<file path="src/rtl/spi_pkg.sv">
// Shared constants and types for the SPI message scheduler: message-type codes,
// long-message header code and the scheduler state encoding.
package spi_pkg;
   localparam logic [2:0] NO_BY      = 3'b000;
   localparam logic [2:0] ONE_BY     = 3'b001;
   localparam logic [2:0] STD_TWO_BY = 3'b010;
   localparam logic [2:0] THREE_BY   = 3'b011;
   localparam logic [2:0] SIX_BY     = 3'b110;
   localparam logic [2:0] LONG       = 3'b111;
   localparam logic [3:0] LONG_HDR   = 4'hF;
   localparam logic [3:0] MAX_LONG   = 4'd6;

   typedef enum logic [2:0] {IDLE, TRIG, WAIT_BUSY, WAIT_SENT, DONE} sched_state_e;

   function automatic logic long_len_ok(input logic [3:0] len);
      return (len != 4'd0) && (len <= MAX_LONG);
   endfunction
endpackage

</file>
<file path="src/rtl/spi_msg_sched_rr_arbiter.sv">
// Combinational round-robin picker: lowest set mask bit at or after ptr, wrapping.
module rr_arbiter #(
   parameter int N_REQ = 4,
   parameter int IW    = $clog2(N_REQ)
) (
   input  logic [N_REQ-1:0] mask,
   input  logic [IW-1:0]    ptr,
   output logic [IW-1:0]    gnt,
   output logic             vld
);
   int j;

   // Walk from the farthest offset down so the nearest hit is written last.
   always_comb begin
      gnt = '0;
      vld = 1'b0;
      j   = 0;
      for (int k = N_REQ - 1; k >= 0; k--) begin
         j = int'(ptr) + k;
         if (j >= N_REQ) j = j - N_REQ;
         if (mask[j[IW-1:0]]) begin
            gnt = IW'(j);
            vld = 1'b1;
         end
      end
   end
endmodule

</file>
<file path="src/rtl/spi_msg_sched.sv">
// Arbitrates requesters onto the SPI slave engine's send channel, retries sends
// pre-empted by master receives, and arms the engine for long incoming messages.
module spi_msg_sched
   import spi_pkg::*;
#(
   parameter int N_REQ = 4,
   parameter int TMO_W = 16
) (
   input  logic                CLK,
   input  logic                RST,
   input  logic [N_REQ-1:0]    req,
   input  logic [3*N_REQ-1:0]  req_type,
   input  logic [4*N_REQ-1:0]  req_len,
   input  logic [48*N_REQ-1:0] req_data,
   output logic [N_REQ-1:0]    done,
   output logic [N_REQ-1:0]    err,
   output logic                spi_send_trigger,
   output logic [47:0]         spi_output_data,
   output logic [2:0]          spi_msg_type,
   output logic [3:0]          spi_byte_count,
   output logic                spi_long_coming,
   input  logic                spi_busy,
   input  logic                spi_sent,
   input  logic                spi_received,
   input  logic [47:0]         spi_received_data,
   output logic                rx_valid,
   output logic [47:0]         rx_data,
   output logic                rx_long
);
   localparam int IW = $clog2(N_REQ);
   // Leaving at this count makes the error appear 2^TMO_W-1 cycles after entry.
   localparam logic [TMO_W-1:0] TMO_LAST = {{(TMO_W-1){1'b1}}, 1'b0};

   sched_state_e     state, state_nxt;
   logic [IW-1:0]    rr_ptr, rr_ptr_nxt, gnt_idx, pick;
   logic             pick_vld, grant, arm_now;
   logic [TMO_W-1:0] cnt, cnt_nxt;
   logic [3:0]       len_q, long_len;
   logic             long_armed;
   logic [N_REQ-1:0] bad, cand, err_nxt;

   function automatic logic [IW-1:0] ptr_inc(input logic [IW-1:0] p);
      return (int'(p) == N_REQ - 1) ? '0 : p + 1'b1;
   endfunction

   assign arm_now = spi_received && !long_armed &&
                    (spi_received_data[15:12] == LONG_HDR) &&
                    long_len_ok(spi_received_data[3:0]);

   // A long request waits while arming is pending; malformed ones are still
   // candidates so the arbiter can pick and reject them.
   for (genvar i = 0; i < N_REQ; i++) begin : g_req
      logic [2:0] t;
      logic [3:0] l;
      assign t       = req_type[3*i +: 3];
      assign l       = req_len[4*i +: 4];
      assign bad[i]  = (t == NO_BY) || ((t == LONG) && !long_len_ok(l));
      assign cand[i] = req[i] && !err[i] &&
                       (bad[i] || !((t == LONG) && (long_armed || arm_now)));
   end

   rr_arbiter #(.N_REQ(N_REQ), .IW(IW)) u_arb (
      .mask (cand),
      .ptr  (rr_ptr),
      .gnt  (pick),
      .vld  (pick_vld)
   );

   always_comb begin
      state_nxt        = state;
      rr_ptr_nxt       = rr_ptr;
      cnt_nxt          = '0;
      err_nxt          = '0;
      grant            = 1'b0;
      spi_send_trigger = 1'b0;
      done             = '0;
      case (state)
         IDLE: begin
            if (pick_vld) begin
               if (bad[pick]) begin
                  err_nxt[pick] = 1'b1;
                  rr_ptr_nxt    = ptr_inc(pick);
               end else begin
                  grant     = 1'b1;
                  state_nxt = TRIG;
               end
            end
         end
         TRIG: begin
            if (!spi_busy) begin
               spi_send_trigger = 1'b1;
               state_nxt        = WAIT_BUSY;
            end
         end
         WAIT_BUSY: begin
            if (spi_busy) state_nxt = WAIT_SENT;
            else if (cnt != '0) state_nxt = TRIG;
            else cnt_nxt = cnt + 1'b1;
         end
         WAIT_SENT: begin
            if (spi_sent) state_nxt = DONE;
            else if (spi_received) state_nxt = TRIG;
            else if (cnt == TMO_LAST) begin
               err_nxt[gnt_idx] = 1'b1;
               state_nxt        = IDLE;
            end else cnt_nxt = cnt + 1'b1;
         end
         DONE: begin
            done[gnt_idx] = 1'b1;
            rr_ptr_nxt    = ptr_inc(gnt_idx);
            state_nxt     = IDLE;
         end
         default: state_nxt = IDLE;
      endcase
   end

   always_ff @(posedge CLK or posedge RST) begin
      if (RST) begin
         state           <= IDLE;
         rr_ptr          <= '0;
         cnt             <= '0;
         err             <= '0;
         gnt_idx         <= '0;
         spi_output_data <= '0;
         spi_msg_type    <= '0;
         len_q           <= '0;
      end else begin
         state  <= state_nxt;
         rr_ptr <= rr_ptr_nxt;
         cnt    <= cnt_nxt;
         err    <= err_nxt;
         if (grant) begin
            gnt_idx         <= pick;
            spi_output_data <= req_data[48*pick +: 48];
            spi_msg_type    <= req_type[3*pick +: 3];
            len_q           <= (req_type[3*pick +: 3] == LONG) ? req_len[4*pick +: 4] : 4'd0;
         end
      end
   end

   always_ff @(posedge CLK or posedge RST) begin
      if (RST) begin
         rx_valid   <= 1'b0;
         rx_data    <= '0;
         rx_long    <= 1'b0;
         long_armed <= 1'b0;
         long_len   <= '0;
      end else begin
         rx_valid <= spi_received;
         if (spi_received) begin
            rx_data <= spi_received_data;
            rx_long <= long_armed;
         end
         if (arm_now) begin
            long_armed <= 1'b1;
            long_len   <= spi_received_data[3:0];
         end else if (spi_received) begin
            long_armed <= 1'b0;
         end
      end
   end

   assign spi_long_coming = long_armed;
   assign spi_byte_count  = long_armed ? long_len : ((state == IDLE) ? 4'd0 : len_q);
endmodule

</file>
<file path="config.mk">
export PLATFORM = sky130hd
export DESIGN_NAME = spi_msg_sched
export DESIGN_NICKNAME = d
export VERILOG_FILES = /design/src/rtl/spi_pkg.sv /design/src/rtl/spi_msg_sched_rr_arbiter.sv /design/src/rtl/spi_msg_sched.sv
export SDC_FILE = /design/constraint.sdc
export NUM_CORES = 1
export LEC_CHECK = 0
export CORE_AREA = 2 2 154 156
export DETAILED_ROUTE_END_ITERATION = 10
export DIE_AREA = 0 0 156 158
export GPL_TIMING_DRIVEN = 1
export PLACE_DENSITY_LB_ADDON = 0.05
export SETUP_SLACK_MARGIN = 0.5
export SLEW_MARGIN = 25
export SYNTH_ARGS = -nofsm -noshare
export SYNTH_HDL_FRONTEND = slang
export SYNTH_SLANG_ARGS = --single-unit
export TNS_END_PERCENT = 30
</file>
<file path="constraint.sdc">
create_clock -name CLK -period 6.6 [get_ports CLK]
set_input_delay 1.32 -clock CLK [delete_from_list [all_inputs] [get_ports CLK]]
set_output_delay 1.32 -clock CLK [all_outputs]
set_load 0.02 [all_outputs]
</file>
==> results.yml, run 1 <==
global_routing:
  antenna_found_initial: 1
  grt_max_degree: 108
  grt_overflow: 0
  grt_use_total_pct: 21.9
  grt_pass1_wl_mm: 41.5
  grt_pass1_vias: 7494
yosys:
  seq_area_frac_synth_pct: 44.1
  avgSynthCellArea_um2: 8.18
  async_flop_share_pct: 100
  synth_seq_cells: 137
  synthFlopType: "dfrtp_1"
  synth_cell_types: 62
  syn-num-nets: 1239
  yosysWarnings: 0
  syn_area_um2: 7780
  synth_edf_count: 0
  syn_inst: 951
layout:
  final_net_count: 1598
  antenna-diode-count: 0
  multi_input_area_um2: 4030
  nFillCells: 2222
  ff_latch_area_um2: 3430
  final_cell_mix: "clkdlybuf4s50_1 (390), nand2_1 (333), nand3_1 (162)"
  final_common_cell: "clkdlybuf4s50_1"
  area_growth_pct: 59.6
  drive_above_1_share_pct: 8.39
  final_cell_area_um2: 12400
floorplan:
  dieHeight_um: 158
  ios: 392
  die_area_um2: 24600
  rows: 56
  die_x_um: 156
  initial_core_util_pct: 33.7
  core_area_um2: 23100
sta:
  hold_viol: 0
  tightest_slew_ps: 851
  fmax_mhz: 208
  rsz0062_at_grt: "no"
  fin_ws_ps: 1790
  relSlewSlack_pct: 43.3
  post-route-period-util_pct: 72.9
  setup_viol: 0
  finalMaxSlewViolations: 0
  tns_ps: 0
  finalCriticalPeriod_ps: 4810
  finClkSkew_ps: 11.2
power_and_ir_drop:
  power_mw: 4.48
  clkPwrFrac_pct: 20.8
  seqPwrFrac_pct: 27.1
  p_sw_mw: 1.98
  p_comb_share_pct: 52.1
  max-vdd-ir-drop_mv: 0.266
  leakage_nw: 5.38
  p_int_mw: 2.50
  power_density_nw_per_um2: 361
  switching_share_pct: 44.2
clock_tree:
  clk_pin_slew_ps: 60
  cts_root_buffer: "clkbuf_16"
  tritoncts: "yes"
  cts_buffers: 17
  post_cts_resized: 0
  holdBufCountCts: 0
  clk_path_buf_depth: 2
  htreeDepth: 4
  cts.sinks: 137
  postCtsSetupRepairBufs: 0
  clk_latency_ps: 420
place:
  post_dp_cell_area_um2: 11800
  place_congestion: 0.829
  dpl.hpwl_mm: 20.6
  port_buffers: 391
  place_ws_ps: 1220
setup_path:
  required_ps: 6940
  cp-end-kind: "register"
  cp_data_arrival_time_ps: 5150
  start_kind: "input pin"
  worstSetupPathType: "input pin to register"
  cp_max_fo: 72
routing:
  vias: 7851
  drc_errors: 0
  drt_iter0_markers: 384
  wl_per_cell_um: 17.4
  postRouteAntennaNets: 0
  viasPerCell: 4.87
  dr.pass1.iters: 5
  totalWireLength_mm: 28.1
run:
  maxCapViolations: 0
hold_path:
  hold_class: "register to register"
outcome:
  outcome: "finished, final reports clean"
## area by class of cell
class | count | area share, %
multi-input combinational | 744 | 32.5
sequential | 137 | 27.6
clock buffer | 17 | 3.43
timing repair buffer | 398 | 31.9
inverter | 12 | 0.413
tap | 290 | 2.92
clock inverter | 15 | 1.19
## power by group through the flow
stage          clock network, mW  registers (mW)  logic, mW
4_1_cts                    0.960            1.21       2.37
3_3_place_gp                   0            1.22       2.35
5_1_grt                    0.999            1.24       2.58
6_report                   0.933            1.21       2.33
3_5_place_dp                   0            1.22       2.37
2_1_floorplan                  0            1.43       1.24
## critical path, stage by stage
cell and delay [ps]:
clkdlybuf4s50_1 530, nand4bb_4 150, o41a_1 500, o311ai_4 410, o31a_1 320, nor3_4 60, clkinv_2 380, buf_4 670
nor3_1 110, nor3_1 260, nand4_1 210, o21ai_1 200
## kinds of logic after synthesis
group                    after synthesis  share of synthesized area [%]
flip-flops                           137                           44.1
adder cells (fa/ha/maj)               11                           1.77
XOR/XNOR                              14                           1.58
multiplexers                          55                           8.00
AND/OR/NAND/NOR                      602                           34.3
AO/OA/AOI/OAI                         62                           6.15
buffers and inverters                 70                           4.12
## sequential cells by signal, indices dropped and copies added, names as in the netlist
| name | cells |
|---|---|
| cnt | 16 |
| err | 4 |
| gnt_idx | 2 |
| len_q | 4 |
| long_len | 4 |
| rr_ptr | 2 |
| rx_data | 48 |
| rx_long | 1 |
| rx_valid | 1 |
| spi_long_coming | 1 |
| spi_msg_type | 3 |
| spi_output_data | 48 |
| state | 3 |
## cells in the mapped netlist (2+ instances only)
cell | n | area [um^2]
nand2b_1 | 2 | 12.5
xor2_1 | 9 | 78.8
buf_1 | 7 | 26.3
nor4_2 | 2 | 25.0
clkbuf_1 | 20 | 75.1
nand2_1 | 333 | 1250
and3_1 | 12 | 75.1
nor3_1 | 22 | 110
inv_1 | 10 | 37.5
o21ai_0 | 11 | 55.1
o21a_1 | 2 | 15.0
nor2_1 | 38 | 143
a211oi_1 | 5 | 37.5
a22o_1 | 4 | 35.0
o31a_1 | 2 | 17.5
a21boi_0 | 3 | 22.5
mux2_2 | 52 | 586
buf_4 | 5 | 37.5
and2_1 | 2 | 12.5
nor2b_1 | 4 | 25.0
nor4_1 | 6 | 37.5
o21ai_1 | 6 | 30.0
a21oi_1 | 9 | 45.0
inv_2 | 2 | 7.51
dfrtp_1 | 137 | 3430
or3_1 | 6 | 37.5
xnor2_1 | 5 | 43.8
nand3_1 | 162 | 811
a21o_1 | 2 | 15.0
buf_2 | 25 | 125
ha_1 | 11 | 138
nand4_1 | 4 | 25.0
o22ai_1 | 2 | 12.5
## routing by layer
| metal | vias to the layer above | global-route usage (%) | wire length, um |
|---|---|---|---|
| met3 | 28 | 6.27 | 1960 |
| met5 | - | 0 | 12 |
| met4 | 2 | 6.90 | 534 |
| met2 | 252 | 38.2 | 14000 |
| li1 | 3937 | - | - |
| met1 | 3632 | 26.3 | 11600 |
## per-stage QoR
| stage | utilization (%) | cells | hold WS, ps |
|---|---|---|---|
| floorplan | - | 951 | 453 |
| global placement | 51.3 | 1581 | 459 |
| detailed placement | 51.4 | 1581 | 462 |
| CTS | 53.8 | 1613 | 478 |
| global route | 53.9 | 1613 | 503 |
| finish | 53.9 | 1613 | 474 |
## path summary, 6_finish.rpt
check,slack (ps),cells after the start,end,start
min reg2reg,470,2,spi_output_data[19]$_DFFE_PP0P_,spi_output_data[19]$_DFFE_PP0P_
max,1790,12,len_q[1]$_DFFE_PP0P_,spi_received_data[13]
max reg2reg,2570,11,len_q[1]$_DFFE_PP0P_,spi_long_coming$_DFFE_PP0P_
min in group asynchronous,1440,2,rx_data[23]$_DFFE_PP0P_,RST
min,470,2,spi_output_data[19]$_DFFE_PP0P_,spi_output_data[19]$_DFFE_PP0P_
max in group asynchronous,3960,3,state[0]$_DFFE_PP0P_,RST
No activity file was read; power rests on OpenSTA's default activity.
==> run 2, diff against run 1 <==
clock period = 4.86 ns   (was 6.6 ns; I/O delays follow)
==> run 2 against run 1 <==
Die area stayed put. Final cell count is 0.50% higher. Clock power is 49% higher. Clock skew is 0.68 ps lower. Largest power group unchanged. Highest routed layer unchanged.
==> results.yml, run 2 (synthesized netlist as in run 1, its figures left out) <==
sta:
  hold_viol: 0
  post-route-period-util_pct: 85.0
  tns_ps: 0
  relSlewSlack_pct: 48.2
  tightest_slew_ps: 777
  finalCriticalPeriod_ps: 4130
  setup_viol: 0
  fin_ws_ps: 729
  fmax_mhz: 242
  finClkSkew_ps: 10.5
  rsz0062_at_grt: "no"
  finalMaxSlewViolations: 0
global_routing:
  grt_pass1_vias: 7592
  grt_overflow: 0
  grt_pass1_wl_mm: 41.8
  grt_use_total_pct: 22.0
  antenna_found_initial: 2
  grt_max_degree: 108
hold_path:
  hold_class: "register to register"
setup_path:
  worstSetupPathType: "input pin to register"
  cp_max_fo: 75
  cp_data_arrival_time_ps: 4470
  required_ps: 5200
  start_kind: "input pin"
  cp-end-kind: "register"
clock_tree:
  post_cts_resized: 0
  clk_path_buf_depth: 2
  tritoncts: "yes"
  postCtsSetupRepairBufs: 0
  htreeDepth: 4
  cts.sinks: 137
  cts_root_buffer: "clkbuf_16"
  clk_pin_slew_ps: 70
  cts_buffers: 17
  holdBufCountCts: 0
  clk_latency_ps: 420
power_and_ir_drop:
  power_mw: 6.25
  leakage_nw: 5.45
  power_density_nw_per_um2: 498
  seqPwrFrac_pct: 26.4
  clkPwrFrac_pct: 22.3
  p_comb_share_pct: 51.3
  p_int_mw: 3.58
  switching_share_pct: 42.6
  max-vdd-ir-drop_mv: 0.312
  p_sw_mw: 2.66
outcome:
  outcome: "finished, final reports clean"
routing:
  dr.pass1.iters: 4
  viasPerCell: 4.93
  drc_errors: 0
  wl_per_cell_um: 17.3
  totalWireLength_mm: 28.0
  vias: 7984
  drt_iter0_markers: 333
  postRouteAntennaNets: 0
layout:
  drive_above_1_share_pct: 8.87
  multi_input_area_um2: 4030
  area_growth_pct: 61.4
  nFillCells: 2164
  ff_latch_area_um2: 3430
  final_common_cell: "clkdlybuf4s50_1"
  largestRegisters: "rx_data (48), spi_output_data (48), cnt (16)"
  final_cell_mix: "clkdlybuf4s50_1 (390), nand2_1 (333), nand3_1 (162)"
  final_net_count: 1605
floorplan:
  dieHeight_um: 158
  initial_core_util_pct: 33.7
  rows: 56
  die_x_um: 156
  ios: 392
  core_area_um2: 23100
  die_area_um2: 24600
place:
  place_ws_ps: 370
  dpl.hpwl_mm: 20.9
  place_congestion: 0.835
  port_buffers: 391
run:
  maxCapViolations: 0
[run 2: cell count changes in the layout (fill, tap and decap cells not counted), sizes merged]
cell / change
buf: +7
bufinv: +3
clkinv: -2
diode: +1
inv: -1
[run 2: critical path, stage by stage]
cell             delay, ps
clkdlybuf4s50_1        520
nand4bb_4              160
o41a_1                 500
o311ai_4               440
o31a_1                 330
nor3_4                  70
clkinv_2                70
buf_4                  610
nor3_1                 110
nor3_1                 250
nand4_1                210
o21ai_1                190
[run 2: through the flow]
| stage | util, % | hold slack (ps) | instance area (um^2) | cells |
|---|---|---|---|---|
| 2_1_floorplan | - | 453 | 7780 | 951 |
| 6_report | 54.5 | 472 | 12600 | 1621 |
| 3_5_place_dp | 51.7 | 462 | 11900 | 1588 |
| 5_1_grt | 54.5 | 495 | 12600 | 1621 |
| 3_3_place_gp | 51.7 | 459 | 11900 | 1588 |
| 4_1_cts | 54.5 | 478 | 12600 | 1620 |
[run 2: layer usage]
layer	GRT usage, %	up-vias	share of wire [%]
met4	6.25	2	1.8
met3	6.05	28	7.4
met5	0	-	0.039
met2	38.9	276	50
li1	-	3956	-
met1	26.3	3722	41
[run 2: path summary, 6_finish.rpt]
path | startpoint | endpoint | cells past startpoint | slack, ps
max | spi_received_data[13] | len_q[1]$_DFFE_PP0P_ | 12 | 730
min | spi_output_data[29]$_DFFE_PP0P_ | spi_output_data[29]$_DFFE_PP0P_ | 2 | 470
max reg2reg | spi_long_coming$_DFFE_PP0P_ | len_q[1]$_DFFE_PP0P_ | 11 | 1140
min reg2reg | spi_output_data[29]$_DFFE_PP0P_ | spi_output_data[29]$_DFFE_PP0P_ | 2 | 470
max in group asynchronous | RST | rx_data[4]$_DFFE_PP0P_ | 3 | 3280
min in group asynchronous | RST | rx_data[24]$_DFFE_PP0P_ | 2 | 850
[run 2: power groups by stage]
stage               logic, mW  registers (mW)  clock network (mW)
floorplan                1.69            1.94                   0
CTS                      3.25            1.65                1.43
detailed placement       3.25            1.66                   0
global route             3.55            1.69                1.48
finish                   3.20            1.65                1.39
global placement         3.22            1.66                   0
[run 2: final cells by class]
type	instances	area share, %
Timing Repair Buffer	405	32.3
Clock buffer	17	3.39
Sequential cell	137	27.3
Inverter	12	0.399
Tap cell	290	2.89
Antenna cell	1	0.0199
Clock inverter	15	1.63
Multi-Input combinational cell	744	32.1
